### src/rtl/prirv32_pkg.sv
// Shared types for the PRIRV32 memory arbiter: access sizes, FSM states and
// the latched request attributes.
package prirv32_pkg;

  typedef enum logic [1:0] {
    SIZE_BYTE = 2'b00,
    SIZE_HALF = 2'b01,
    SIZE_WORD = 2'b10,
    SIZE_ILL  = 2'b11
  } size_e;

  typedef enum logic [1:0] {
    IDLE,
    BUS_REQ,
    BUS_RESP,
    ERR
  } state_e;

  typedef enum logic {
    OWN_IFU,
    OWN_LSU
  } owner_e;

  typedef struct packed {
    owner_e      owner;
    logic        we;
    size_e       size;
    logic        uns;
    logic [31:0] addr;
    logic [31:0] wdata;
  } req_attr_t;

  // True when the access cannot be issued on the word bus.
  function automatic logic is_misaligned(input size_e size, input logic [1:0] addr_lo);
    case (size)
      SIZE_BYTE: is_misaligned = 1'b0;
      SIZE_HALF: is_misaligned = addr_lo[0];
      SIZE_WORD: is_misaligned = (addr_lo != 2'b00);
      default:   is_misaligned = 1'b1;
    endcase
  endfunction

endpackage

### src/rtl/prirv32_lane_align.sv
// Byte-lane steering: byte enables, store-data replication and load
// extract/extend for a single word-bus access.
module prirv32_lane_align
  import prirv32_pkg::*;
(
  input  size_e       size_i,
  input  logic [1:0]  addr_lo_i,
  input  logic        uns_i,
  input  logic [31:0] wdata_i,
  input  logic [31:0] rdata_i,
  output logic [3:0]  be_o,
  output logic [31:0] wdata_o,
  output logic [31:0] rdata_o
);

  logic [31:0] shifted;

  // NOTE: every output gets a default before the case so no latch is inferred.
  always_comb begin
    be_o    = '0;
    wdata_o = '0;
    rdata_o = '0;
    shifted = rdata_i >> {addr_lo_i, 3'b000};
    case (size_i)
      SIZE_BYTE: begin
        be_o    = 4'b0001 << addr_lo_i;
        wdata_o = {4{wdata_i[7:0]}};
        rdata_o = uns_i ? {24'h0, shifted[7:0]} : {{24{shifted[7]}}, shifted[7:0]};
      end
      SIZE_HALF: begin
        be_o    = 4'b0011 << addr_lo_i;
        wdata_o = {2{wdata_i[15:0]}};
        rdata_o = uns_i ? {16'h0, shifted[15:0]} : {{16{shifted[15]}}, shifted[15:0]};
      end
      SIZE_WORD: begin
        be_o    = 4'b1111;
        wdata_o = wdata_i;
        rdata_o = rdata_i;
      end
      default: ;
    endcase
  end

endmodule

### src/rtl/prirv32_mem_arbiter.sv
// Arbitrates the IFU and LSU onto one word-wide memory bus with a single
// outstanding transaction and starvation protection for instruction fetch.
module prirv32_mem_arbiter
  import prirv32_pkg::*;
#(
  parameter int unsigned STARVE_LIMIT = 4
) (
  input  logic        clk_i,
  input  logic        rst_i,
  input  logic        if_req_i,
  input  logic [31:0] if_addr_i,
  output logic        if_gnt_o,
  output logic        if_rvalid_o,
  output logic [31:0] if_rdata_o,
  input  logic        ls_req_i,
  input  logic        ls_we_i,
  input  logic [1:0]  ls_size_i,
  input  logic        ls_unsigned_i,
  input  logic [31:0] ls_addr_i,
  input  logic [31:0] ls_wdata_i,
  output logic        ls_gnt_o,
  output logic        ls_rvalid_o,
  output logic [31:0] ls_rdata_o,
  output logic        ls_err_o,
  output logic        mem_req_o,
  output logic        mem_we_o,
  output logic [31:0] mem_addr_o,
  output logic [3:0]  mem_be_o,
  output logic [31:0] mem_wdata_o,
  input  logic        mem_gnt_i,
  input  logic        mem_rvalid_i,
  input  logic [31:0] mem_rdata_i
);

  localparam logic [3:0] LIMIT = 4'(STARVE_LIMIT);

  state_e      state_q;
  req_attr_t   attr_q;
  logic [3:0]  starve_q;
  logic        if_rvalid_q, ls_rvalid_q, ls_err_q;
  logic [31:0] if_rdata_q, ls_rdata_q;
  logic [3:0]  lane_be;
  logic [31:0] lane_wdata, lane_rdata;
  size_e       ls_size;

  assign ls_size = size_e'(ls_size_i);

  // Grants are decided in the IDLE cycle itself; a pending reset suppresses them.
  always_comb begin
    if_gnt_o = 1'b0;
    ls_gnt_o = 1'b0;
    if (state_q == IDLE && !rst_i) begin
      if (if_req_i && (!ls_req_i || starve_q == LIMIT)) if_gnt_o = 1'b1;
      else if (ls_req_i)                                  ls_gnt_o = 1'b1;
    end
  end

  prirv32_lane_align u_lane (
    .size_i    (attr_q.size),
    .addr_lo_i (attr_q.addr[1:0]),
    .uns_i     (attr_q.uns),
    .wdata_i   (attr_q.wdata),
    .rdata_i   (mem_rdata_i),
    .be_o      (lane_be),
    .wdata_o   (lane_wdata),
    .rdata_o   (lane_rdata)
  );

  assign mem_req_o   = (state_q == BUS_REQ);
  assign mem_we_o    = mem_req_o & attr_q.we;
  assign mem_addr_o  = mem_req_o ? {attr_q.addr[31:2], 2'b00} : '0;
  assign mem_be_o    = mem_req_o ? lane_be : '0;
  assign mem_wdata_o = mem_we_o ? lane_wdata : '0;

  assign if_rvalid_o = if_rvalid_q;
  assign if_rdata_o  = if_rdata_q;
  assign ls_rvalid_o = ls_rvalid_q;
  assign ls_rdata_o  = ls_rdata_q;
  assign ls_err_o    = ls_err_q;

  // NOTE: sequential state uses non-blocking assignments only.
  always_ff @(posedge clk_i) begin
    if (rst_i) begin
      state_q     <= IDLE;
      attr_q      <= '0;
      starve_q    <= '0;
      if_rvalid_q <= 1'b0;
      ls_rvalid_q <= 1'b0;
      ls_err_q    <= 1'b0;
      if_rdata_q  <= '0;
      ls_rdata_q  <= '0;
    end else begin
      if_rvalid_q <= 1'b0;
      ls_rvalid_q <= 1'b0;
      ls_err_q    <= 1'b0;
      if_rdata_q  <= '0;
      ls_rdata_q  <= '0;

      if (if_gnt_o) starve_q <= '0;
      else if (ls_gnt_o && if_req_i && starve_q != LIMIT) starve_q <= starve_q + 4'd1;

      case (state_q)
        IDLE: begin
          if (if_gnt_o) begin
            attr_q.owner <= OWN_IFU;
            attr_q.we    <= 1'b0;
            attr_q.size  <= SIZE_WORD;
            attr_q.uns   <= 1'b1;
            attr_q.addr  <= if_addr_i;
            attr_q.wdata <= '0;
            state_q      <= BUS_REQ;
          end else if (ls_gnt_o) begin
            attr_q.owner <= OWN_LSU;
            attr_q.we    <= ls_we_i;
            attr_q.size  <= ls_size;
            attr_q.uns   <= ls_unsigned_i;
            attr_q.addr  <= ls_addr_i;
            attr_q.wdata <= ls_wdata_i;
            // Faulting accesses never reach the bus; the error completes next cycle.
            if (is_misaligned(ls_size, ls_addr_i[1:0])) begin
              state_q     <= ERR;
              ls_rvalid_q <= 1'b1;
              ls_err_q    <= 1'b1;
            end else begin
              state_q <= BUS_REQ;
            end
          end
        end
        BUS_REQ: if (mem_gnt_i) state_q <= BUS_RESP;
        BUS_RESP: begin
          if (mem_rvalid_i) begin
            state_q <= IDLE;
            if (attr_q.owner == OWN_IFU) begin
              if_rvalid_q <= 1'b1;
              if_rdata_q  <= mem_rdata_i;
            end else begin
              ls_rvalid_q <= 1'b1;
              ls_rdata_q  <= attr_q.we ? 32'h0 : lane_rdata;
            end
          end
        end
        ERR:     state_q <= IDLE;
        default: state_q <= IDLE;
      endcase
    end
  end

endmodule

### config.mk
export PLATFORM = sky130hd
export DESIGN_NAME = prirv32_mem_arbiter
export DESIGN_NICKNAME = d
export VERILOG_FILES = /design/src/rtl/prirv32_pkg.sv /design/src/rtl/prirv32_lane_align.sv /design/src/rtl/prirv32_mem_arbiter.sv
export SDC_FILE = /design/constraint.sdc
export NUM_CORES = 1
export LEC_CHECK = 0
export ABC_CLOCK_PERIOD_IN_PS = 2630
export BUFFER_PORTS_ARGS = -buffer_cell sky130_fd_sc_hd__buf_2
export CELL_PAD_IN_SITES_DETAIL_PLACEMENT = 1
export CELL_PAD_IN_SITES_GLOBAL_PLACEMENT = 1
export CORE_ASPECT_RATIO = 0.6
export CORE_MARGIN = 5
export CORE_UTILIZATION = 33
export CTS_CLUSTER_SIZE = 25
export DETAILED_ROUTE_END_ITERATION = 12
export PLACE_DENSITY_LB_ADDON = 0.1
export SLEW_MARGIN = 30
export SYNTH_ARGS = -nofsm -noshare
export SYNTH_HDL_FRONTEND = slang
export SYNTH_SLANG_ARGS = --single-unit
### constraint.sdc
create_clock -name clk_i -period 2.63 [get_ports clk_i]
set_clock_uncertainty 0.1 [all_clocks]
set_input_delay 0.789 -clock clk_i [delete_from_list [all_inputs] [get_ports clk_i]]
set_output_delay 0.789 -clock clk_i [all_outputs]
set_load 0.02 [all_outputs]
==> summary.txt, run 1 <==
Global route
  – GR Util met3: 4.71%
  – Grt met1 use: 29.6%
  – Met2 GRT Util: 31.9%
  – Number of global-route vias before repair: 6,017
  – Grt peak-use layer: met2
  – Largest net degree at the start of global routing: 37
  – First-pass GRT wire length: 34,700 µm
  – Initial antenna violation count: 1
  – Total gr overflow: 0
  – Overall Global Routing Usage: 20.6%

Logic synthesis
  – Post-synth EDFFs: 0
  – Syn Inst Count: 717
  – Post-synth top area share: 46.9%
  – Synthesis Warnings: 0
  – Unique cell type count in the Yosys netlist: 55
  – Top cells by area, synth: dfxtp_1, nor2_1, and2_1
  – Sequential area share after synthesis: 46.9%
  – Most common flop cell mapped by yosys: dfxtp_1
  – Mean Syn Cell Area: 8.45 µm²
  – Dominant cell type by area after synthesis: dfxtp_1
  – Post-synth ARST share: 0%
  – Cell area after synthesis: 6060 µm²
  – Post-synthesis register bit count: 142

STA
  – Slew Limit Fails: 0
  – Final period utilization: 97.8%
  – Final Hold Fails: 0
  – Worst slew margin: 50.1%
  – Setup_tns: 0 ns
  – Tightest Pin Transition: 0.746 ns
  – Setup violators final: 0
  – Fmax: 389 MHz
  – Min Clock Period, post-route: 2.57 ns
  – Hold Slack: 0.394 ns
  – Final worst slack: 0.0571 ns

Clock tree
  – Cts bufs inserted: 17
  – Hold_buf cts: 0
  – CTS tree: yes
  – CTS sink cnt: 142
  – H-tree depth: 4
  – Clk buf depth: 2
  – Reg clk slew, reported paths: 0.07 ns
  – Worst skew pair latency: 0.41 ns
  – Root Buffer: clkbuf_16

Layout
  – P&R area growth vs syn: 39.4%
  – Share of post-route cells with drive strength above 1: 38.1%
  – Final Net Count: 1,130
  – Fillers: 2,243
  – Ant. Diodes: 0
  – Non-filler cells, final: 1,243

Floorplan
  – Core area: 18,100 µm²
  – Initial Util: 33.5%
  – Die X: 185 µm
  – I/O pins: 277
  – Die area: 21,200 µm²
  – Die height: 115 µm
  – Rows: 38

Drt
  – Vias: 6,081
  – Via density per instance: 4.89
  – DR pass1 iterations: 4
  – Number of remaining DRC errors: 0
  – Initial DRC count: 359
  – WL/cell: 18.2 µm
  – Post-route ant nets: 0
  – Routed wire length: 22,700 µm

Critical path
  – Worst-path maximum fanout: 8
  – WS Path Type: flop to primary output
  – CP Data Required Time: 1.74 ns
  – Startpoint Class: flop
  – Arr. time, crit path: 1.68 ns
  – Crit end category: primary output

Placed design
  – IO Port Bufs: 274
  – Placed cells: 1,206
  – Worst slack, placed: 0.173 ns
  – GP Congestion: 0.781
  – DP HPWL: 17,100 µm

Power and ir drop
  – Flop pwr share: 41.6%
  – Peak supply drop: 499 µV
  – Power, Total: 5.57 mW
  – Clock power share: 42.9%
  – PwrDens: 660 nW/µm²
  – Pleak: 4.10 nW
  – Switching Fraction: 30.1%
  – Switching pwr: 1.68 mW
  – P_int: 3.89 mW
  – Gate power share: 15.4%

Outcome
  – Status: finished, final reports clean

Hold path
  – Hold Path Class: flop to flop

Job
  – Max-capacitance violation count: 0
-- state kept, by name, indices dropped and copies added (netlist names) --
signal,count
ls_rvalid_o,1
attr_q,69
starve_q,4
ls_err_o,1
if_rdata_o,32
state_q,2
if_rvalid_o,1
ls_rdata_o,32
-- worst max-delay path, stage by stage (launching register included) --
cell     delay [ns]
dfxtp_1        0.34
nor2b_4        0.25
buf_4          0.16
nand3_4        0.14
nor2_1         0.19
buf_2          0.19
-- worst paths after layout --
kind | start | end | slack [ns] | depth (start not counted)
setup / recovery | state_q[0] | mem_wdata_o[30] | 0.06 | 5
hold / removal | attr_q[48] | attr_q[48] | 0.39 | 2
setup reg to reg | attr_q[32] | ls_rdata_o[13] | 0.46 | 5
hold reg to reg | attr_q[48] | attr_q[48] | 0.39 | 2
-- layout by cell type (no fill, tap or decap), types with 3 or more instances in the layout --
cell type and count:
nor2_2 5, clkinv_4 3, clkbuf_16 17, a21oi_1 35
o21a_1 3, a22oi_1 48, o21ai_0 3, nor2_1 176
nand2b_1 3, nor3_1 6, o2bb2ai_1 6, buf_6 3
inv_1 6, and2_1 71, a22o_1 7, nand2_1 33
a21o_1 18, mux2_2 9, nor2b_1 3, buf_2 274
inv_6 4, dfxtp_1 138, buf_4 30, inv_8 4
dfxtp_2 3, nor4_1 32, mux2i_1 8
-- power groups by stage --
stage	Clock (mW)	Sequential, mW	Combinational, mW
global placement	0	2.36	0.832
floorplan	0	2.36	0.490
CTS	2.47	2.32	0.852
global route	2.56	2.33	0.945
detailed placement	0	2.37	0.842
finish	2.39	2.32	0.859
-- cells in the mapped netlist, types with 2 or more instances --
| master | number |
|---|---|
| a31oi_1 | 2 |
| a21oi_1 | 35 |
| o2bb2ai_1 | 6 |
| a211oi_1 | 2 |
| nor4_1 | 32 |
| buf_6 | 2 |
| and2_1 | 71 |
| nor3_1 | 6 |
| clkbuf_1 | 33 |
| a22oi_1 | 50 |
| and3b_1 | 2 |
| inv_1 | 6 |
| nand3_1 | 3 |
| nand3b_1 | 2 |
| a21o_1 | 18 |
| a22o_1 | 7 |
| nand2b_1 | 3 |
| mux2_2 | 9 |
| nor2_1 | 180 |
| ha_1 | 2 |
| a32oi_1 | 2 |
| nor2_2 | 2 |
| mux2i_1 | 8 |
| dfxtp_1 | 142 |
| buf_2 | 16 |
| nand2_1 | 35 |
| nor2b_1 | 5 |
| buf_4 | 4 |
| o21a_1 | 3 |
| o21ai_0 | 3 |
| nor3_2 | 2 |
-- cell type report --
class | instances | area, µm² | area share, %
sequential | 142 | 2850 | 33.8
clock buffer | 18 | 439 | 5.20
tap | 240 | 300 | 3.56
timing repair buffer | 309 | 1670 | 19.8
inverter | 7 | 26.3 | 0.311
multi-input combinational | 513 | 3010 | 35.7
clock inverter | 14 | 146 | 1.73
-- layer usage --
| metal | wire length, µm | part of all wire, % | up-vias |
|---|---|---|---|
| li1 | - | - | 2994 |
| met1 | 11000 | 48 | 2917 |
| met2 | 10200 | 45 | 155 |
| met3 | 1340 | 5.9 | 13 |
| met4 | 168 | 0.74 | 2 |
| met5 | 13 | 0.057 | - |
-- kinds of logic (layout without fill, tap and decap cells) --
group	Yosys count	in the layout	synth area share [%]
fa+ha+maj	2	2	0.413
flops	142	142	46.9
other cells	1	2	0.0619
compound gates	138	138	16.2
mux	18	18	3.43
simple gates	353	353	28.3
buf+inv	63	348	4.73
-- per-stage QoR --
stage / util, % / instance area [µm²]
finish: 46.7 / 8440
global route: 46.7 / 8440
CTS: 46.3 / 8360
detailed placement: 42.8 / 7730
global placement: 42.8 / 7730
floorplan: - / 6070
-- timing repair --
item                       CTS  global route
setup endpoints to repair   64            53
hold endpoints to repair     0             0
pin swaps                    0             2
gates resized for setup     12            16
setup buffers                0             5
cloned                       0             0
Power figures use the tool's default switching activity.
==> inputs of run 2 (changes only) <==
- ABC_CLOCK_PERIOD_IN_PS: 2630 -> 3010
- CORE_UTILIZATION: 33 -> 36
- PLACE_DENSITY: unset -> 0.85
- PLACE_DENSITY_LB_ADDON: 0.1 -> unset
- clock period: 2.63 -> 3.01 ns (I/O delays scaled with it)
==> summary.txt, run 2 (same netlist as run 1, synthesis figures left out) <==
Outcome
  – Status: finished, final reports clean

Drt
  – Initial DRC count: 295
  – Post-route ant nets: 0
  – WL/cell: 18.7 µm
  – DR pass1 iterations: 5
  – Number of remaining DRC errors: 0
  – Routed wire length: 22,800 µm
  – Vias: 6,261
  – Via density per instance: 5.14

STA
  – Tightest Pin Transition: 0.705 ns
  – Slew Limit Fails: 0
  – Fmax: 341 MHz
  – Final period utilization: 97.3%
  – Setup_tns: 0 ns
  – Final Hold Fails: 0
  – Unrepaired setup endpoints after global routing: false
  – Final worst slack: 0.0815 ns
  – Min Clock Period, post-route: 2.93 ns
  – Setup violators final: 0
  – Worst slew margin: 53.0%

Critical path
  – Startpoint Class: flop
  – CP Data Required Time: 2.01 ns
  – WS Path Type: flop to primary output
  – Arr. time, crit path: 1.93 ns
  – Worst-path maximum fanout: 34
  – Crit end category: primary output

Global route
  – First-pass GRT wire length: 34,500 µm
  – Initial antenna violation count: 3
  – Met2 GRT Util: 35.4%
  – GR Util met3: 7.68%
  – Total gr overflow: 0
  – Overall Global Routing Usage: 22.2%
  – Largest net degree at the start of global routing: 62
  – Grt peak-use layer: met2
  – Grt met1 use: 29.0%
  – Number of global-route vias before repair: 6,211

Placed design
  – Placed cells: 1,183
  – Worst slack, placed: 0.0598 ns
  – GP Congestion: 0.814
  – IO Port Bufs: 274
  – DP HPWL: 17,100 µm

Power and ir drop
  – Switching Fraction: 28.3%
  – P_int: 3.45 mW
  – Clock power share: 42.7%
  – Pleak: 4.01 nW
  – PwrDens: 583 nW/µm²
  – Flop pwr share: 42.1%
  – Gate power share: 15.2%
  – Peak supply drop: 339 µV
  – Switching pwr: 1.36 mW

Clock tree
  – Hold_buf cts: 0
  – Reg clk slew, reported paths: 0.06 ns
  – Clk buf depth: 2
  – Root Buffer: clkbuf_16
  – CTS tree: yes
  – Worst skew pair latency: 0.42 ns
  – H-tree depth: 4
  – Cts bufs inserted: 17
  – CTS sink cnt: 142

Layout
  – Top reg by flops: attr_q
  – Max reg flops: 69
  – Non-filler cells, final: 1,218
  – Area of the multi-input gates: 2970 µm²
  – Share of post-route cells with drive strength above 1: 36.2%
  – P&R area growth vs syn: 36.2%
  – Fillers: 2,021
  – Commonest non-fill, non-tap cell in the layout: buf_2
  – FF/Latch Area: 2840 µm²
  – Most frequent cells in the layout: buf_2, nor2_1, dfxtp_1
  – Final Net Count: 1,116

Floorplan
  – Initial Util: 37.0%
  – Die X: 177 µm
  – I/O pins: 277
  – Die area: 19,600 µm²
  – Rows: 36
  – Die height: 110 µm
  – Core area: 16,400 µm²

Hold path
  – Hold Path Class: flop to flop

Job
  – Max-capacitance violation count: 0
==> run 2: cell types whose count changed in the layout (fill, tap and decap cells not counted), moves of 3 or more <==
cell | previous run | this run
inv_8 | 4 | 0
dfxtp_2 | 3 | 0
nor2_2 | 5 | 2
nor2_1 | 176 | 180
clkinvlp_4 | 1 | 4
dfxtp_1 | 138 | 142
buf_4 | 30 | 18
nor2b_2 | 1 | 4
==> run 2: critical path: stages, from the launching register on <==
cell	delay [ns]
dfxtp_1	0.40
nor2b_2	0.29
buf_6	0.28
a21boi_0	0.32
buf_2	0.23
==> run 2: power groups by stage <==
stage | sequential [mW] | clock [mW] | combinational, mW
detailed placement | 2.06 | 0 | 0.715
global placement | 2.06 | 0 | 0.695
global route | 2.03 | 2.17 | 0.798
floorplan | 2.07 | 0 | 0.427
finish | 2.03 | 2.05 | 0.729
CTS | 2.02 | 2.09 | 0.729
==> run 2: through the flow <==
step	power [mW]	hold slack, ns	area [µm²]	util, %
2_1_floorplan	2.49	0.365	6060	-
3_3_place_gp	2.75	0.379	7610	46.6
3_5_place_dp	2.78	0.388	7610	46.6
4_1_cts	4.84	0.397	8230	50.3
5_1_grt	5.00	0.411	8240	50.4
6_report	4.81	0.393	8250	50.4
==> run 2: area by class of cell <==
| class | instances | share of cell area, % |
|---|---|---|
| Multi-Input combinational cell | 513 | 36.0 |
| Sequential cell | 142 | 34.5 |
| Timing Repair Buffer | 295 | 18.7 |
| Clock buffer | 19 | 5.49 |
| Tap cell | 228 | 3.46 |
| Clock inverter | 13 | 1.55 |
| Inverter | 7 | 0.364 |
| Antenna cell | 1 | 0.0303 |
==> run 2: worst paths after layout <==
check / from / to / slack (ns) / depth (start not counted)
setup / recovery: state_q[1] / mem_be_o[2] / 0.08 / 4
hold / removal: attr_q[59] / attr_q[59] / 0.39 / 2
hold reg to reg: attr_q[59] / attr_q[59] / 0.39 / 2
setup reg to reg: attr_q[32] / ls_rdata_o[11] / 0.90 / 5
==> run 2: what timing repair did <==
item	in CTS	in global routing
resized for setup	7	4
buffers inserted	2	0
setup endpoints to repair	10	27
endpoints found under the hold margin	0	0
==> run 2: per-layer routing <==
metal | vias up | routed length (µm)
li1 | 2966 | -
met5 | - | 41
met1 | 3027 | 9830
met4 | 6 | 213
met3 | 23 | 2110
met2 | 239 | 10600
==> inputs of run 3 (changes only) <==
- CELL_PAD_IN_SITES_DETAIL_PLACEMENT: 1 -> 0
==> summary.txt, run 3 (same netlist as run 1, synthesis figures left out) <==
Clock tree
  – Cts bufs inserted: 17
  – H-tree depth: 4
  – CTS sink cnt: 142
  – Hold_buf cts: 0
  – Root Buffer: clkbuf_16
  – CTS tree: yes
  – Reg clk slew, reported paths: 0.06 ns
  – Worst skew pair latency: 0.42 ns
  – Clk buf depth: 2

Power and ir drop
  – Peak supply drop: 307 µV
  – Switching pwr: 1.38 mW
  – Pleak: 4.01 nW
  – PwrDens: 582 nW/µm²
  – Gate power share: 14.9%
  – Switching Fraction: 28.7%
  – Flop pwr share: 42.2%
  – P_int: 3.42 mW
  – Clock power share: 43.0%

Placed design
  – IO Port Bufs: 274
  – GP Congestion: 0.814
  – DP HPWL: 15,500 µm
  – Worst slack, placed: 0.134 ns

STA
  – Fmax: 345 MHz
  – Min Clock Period, post-route: 2.90 ns
  – Setup violators final: 0
  – Unrepaired setup endpoints after global routing: false
  – Final Hold Fails: 0
  – Slew Limit Fails: 0
  – Tightest Pin Transition: 0.712 ns
  – Final worst slack: 0.109 ns
  – Worst slew margin: 52.5%
  – Final period utilization: 96.4%
  – Setup_tns: 0 ns

Floorplan
  – I/O pins: 277
  – Initial Util: 37.0%
  – Die X: 177 µm
  – Die height: 110 µm
  – Core area: 16,400 µm²
  – Die area: 19,600 µm²
  – Rows: 36

Critical path
  – Arr. time, crit path: 1.90 ns
  – Crit end category: primary output
  – Startpoint Class: flop
  – WS Path Type: flop to primary output
  – CP Data Required Time: 2.01 ns
  – Worst-path maximum fanout: 23

Drt
  – WL/cell: 17.0 µm
  – Initial DRC count: 324
  – DR pass1 iterations: 5
  – Via density per instance: 4.96
  – Routed wire length: 20,700 µm
  – Vias: 6,047
  – Post-route ant nets: 0
  – Number of remaining DRC errors: 0

Layout
  – P&R area growth vs syn: 36.0%
  – Top reg by flops: attr_q
  – Share of post-route cells with drive strength above 1: 36.0%
  – Most frequent cells in the layout: buf_2, nor2_1, dfxtp_1
  – Final Net Count: 1,116
  – Max reg flops: 69
  – Final cell utilization of the core: 50.4%
  – Commonest non-fill, non-tap cell in the layout: buf_2

Global route
  – Total gr overflow: 0
  – Initial antenna violation count: 2
  – Overall Global Routing Usage: 20.0%
  – First-pass GRT wire length: 31,300 µm
  – Number of global-route vias before repair: 5,651
  – Largest net degree at the start of global routing: 62

Job
  – Max-capacitance violation count: 0

Outcome
  – Status: finished, final reports clean

Hold path
  – Hold Path Class: flop to flop
run 3: changes by cell type in the layout (fill, tap and decap cells not counted), sizes merged:
cell      change
clkinv        -2
clkbuf        -2
clkinvlp      -1
inv           +5
run 3: final cells by class:
cell class | count | area (µm²)
antenna | 1 | 2.50
tap | 228 | 285
sequential | 142 | 2840
clock inverter | 15 | 148
fill | 1670 | 8120
multi-input combinational | 513 | 2960
clock buffer | 17 | 425
inverter | 7 | 30.0
timing repair buffer | 295 | 1540
run 3: final timing paths:
| kind | start | endpoint | slack (ns) | cells after the start |
|---|---|---|---|---|
| max reg2reg | attr_q[32] | ls_rdata_o[15] | 0.98 | 5 |
| max | attr_q[66] | mem_be_o[0] | 0.11 | 6 |
| min reg2reg | attr_q[51] | attr_q[51] | 0.39 | 2 |
| min | attr_q[51] | attr_q[51] | 0.39 | 2 |
run 3: repair_timing:
item                                    CTS  global route
endpoints found under the hold margin     0             0
endpoints found under the setup margin   10            20
gates resized for setup                   7             3
setup buffers                             2             0
run 3: worst max-delay path, stage by stage, from the launching register on:
cell and delay [ns]:
dfxtp_1 0.35, buf_6 0.23, nor2b_1 0.24, buf_4 0.17, a21o_2 0.18, and2_1 0.14
buf_2 0.16
run 3: metal layers:
| metal | vias up | track usage (%) | part of all wire [%] |
|---|---|---|---|
| met5 | - | 0 | 0.13 |
| met2 | 242 | 30.4 | 44 |
| li1 | 2976 | - | - |
| met4 | 4 | 4.07 | 1.1 |
| met3 | 21 | 7.86 | 9.5 |
| met1 | 2804 | 27.1 | 45 |
run 3: per-stage QoR:
step / hold slack, ns / area [µm²] / power [mW] / cells
global route: 0.415 / 8230 / 5.00 / 1217
global placement: 0.379 / 7610 / 2.75 / 1183
CTS: 0.395 / 8220 / 4.83 / 1217
floorplan: 0.365 / 6060 / 2.49 / 718
finish: 0.391 / 8240 / 4.79 / 1218
detailed placement: 0.384 / 7610 / 2.76 / 1183
run 3: power groups by stage:
stage	registers (mW)	clock network (mW)	logic, mW
3_3_place_gp	2.06	0	0.695
2_1_floorplan	2.07	0	0.427
3_5_place_dp	2.06	0	0.700
4_1_cts	2.02	2.10	0.713
6_report	2.02	2.06	0.712
5_1_grt	2.03	2.18	0.787
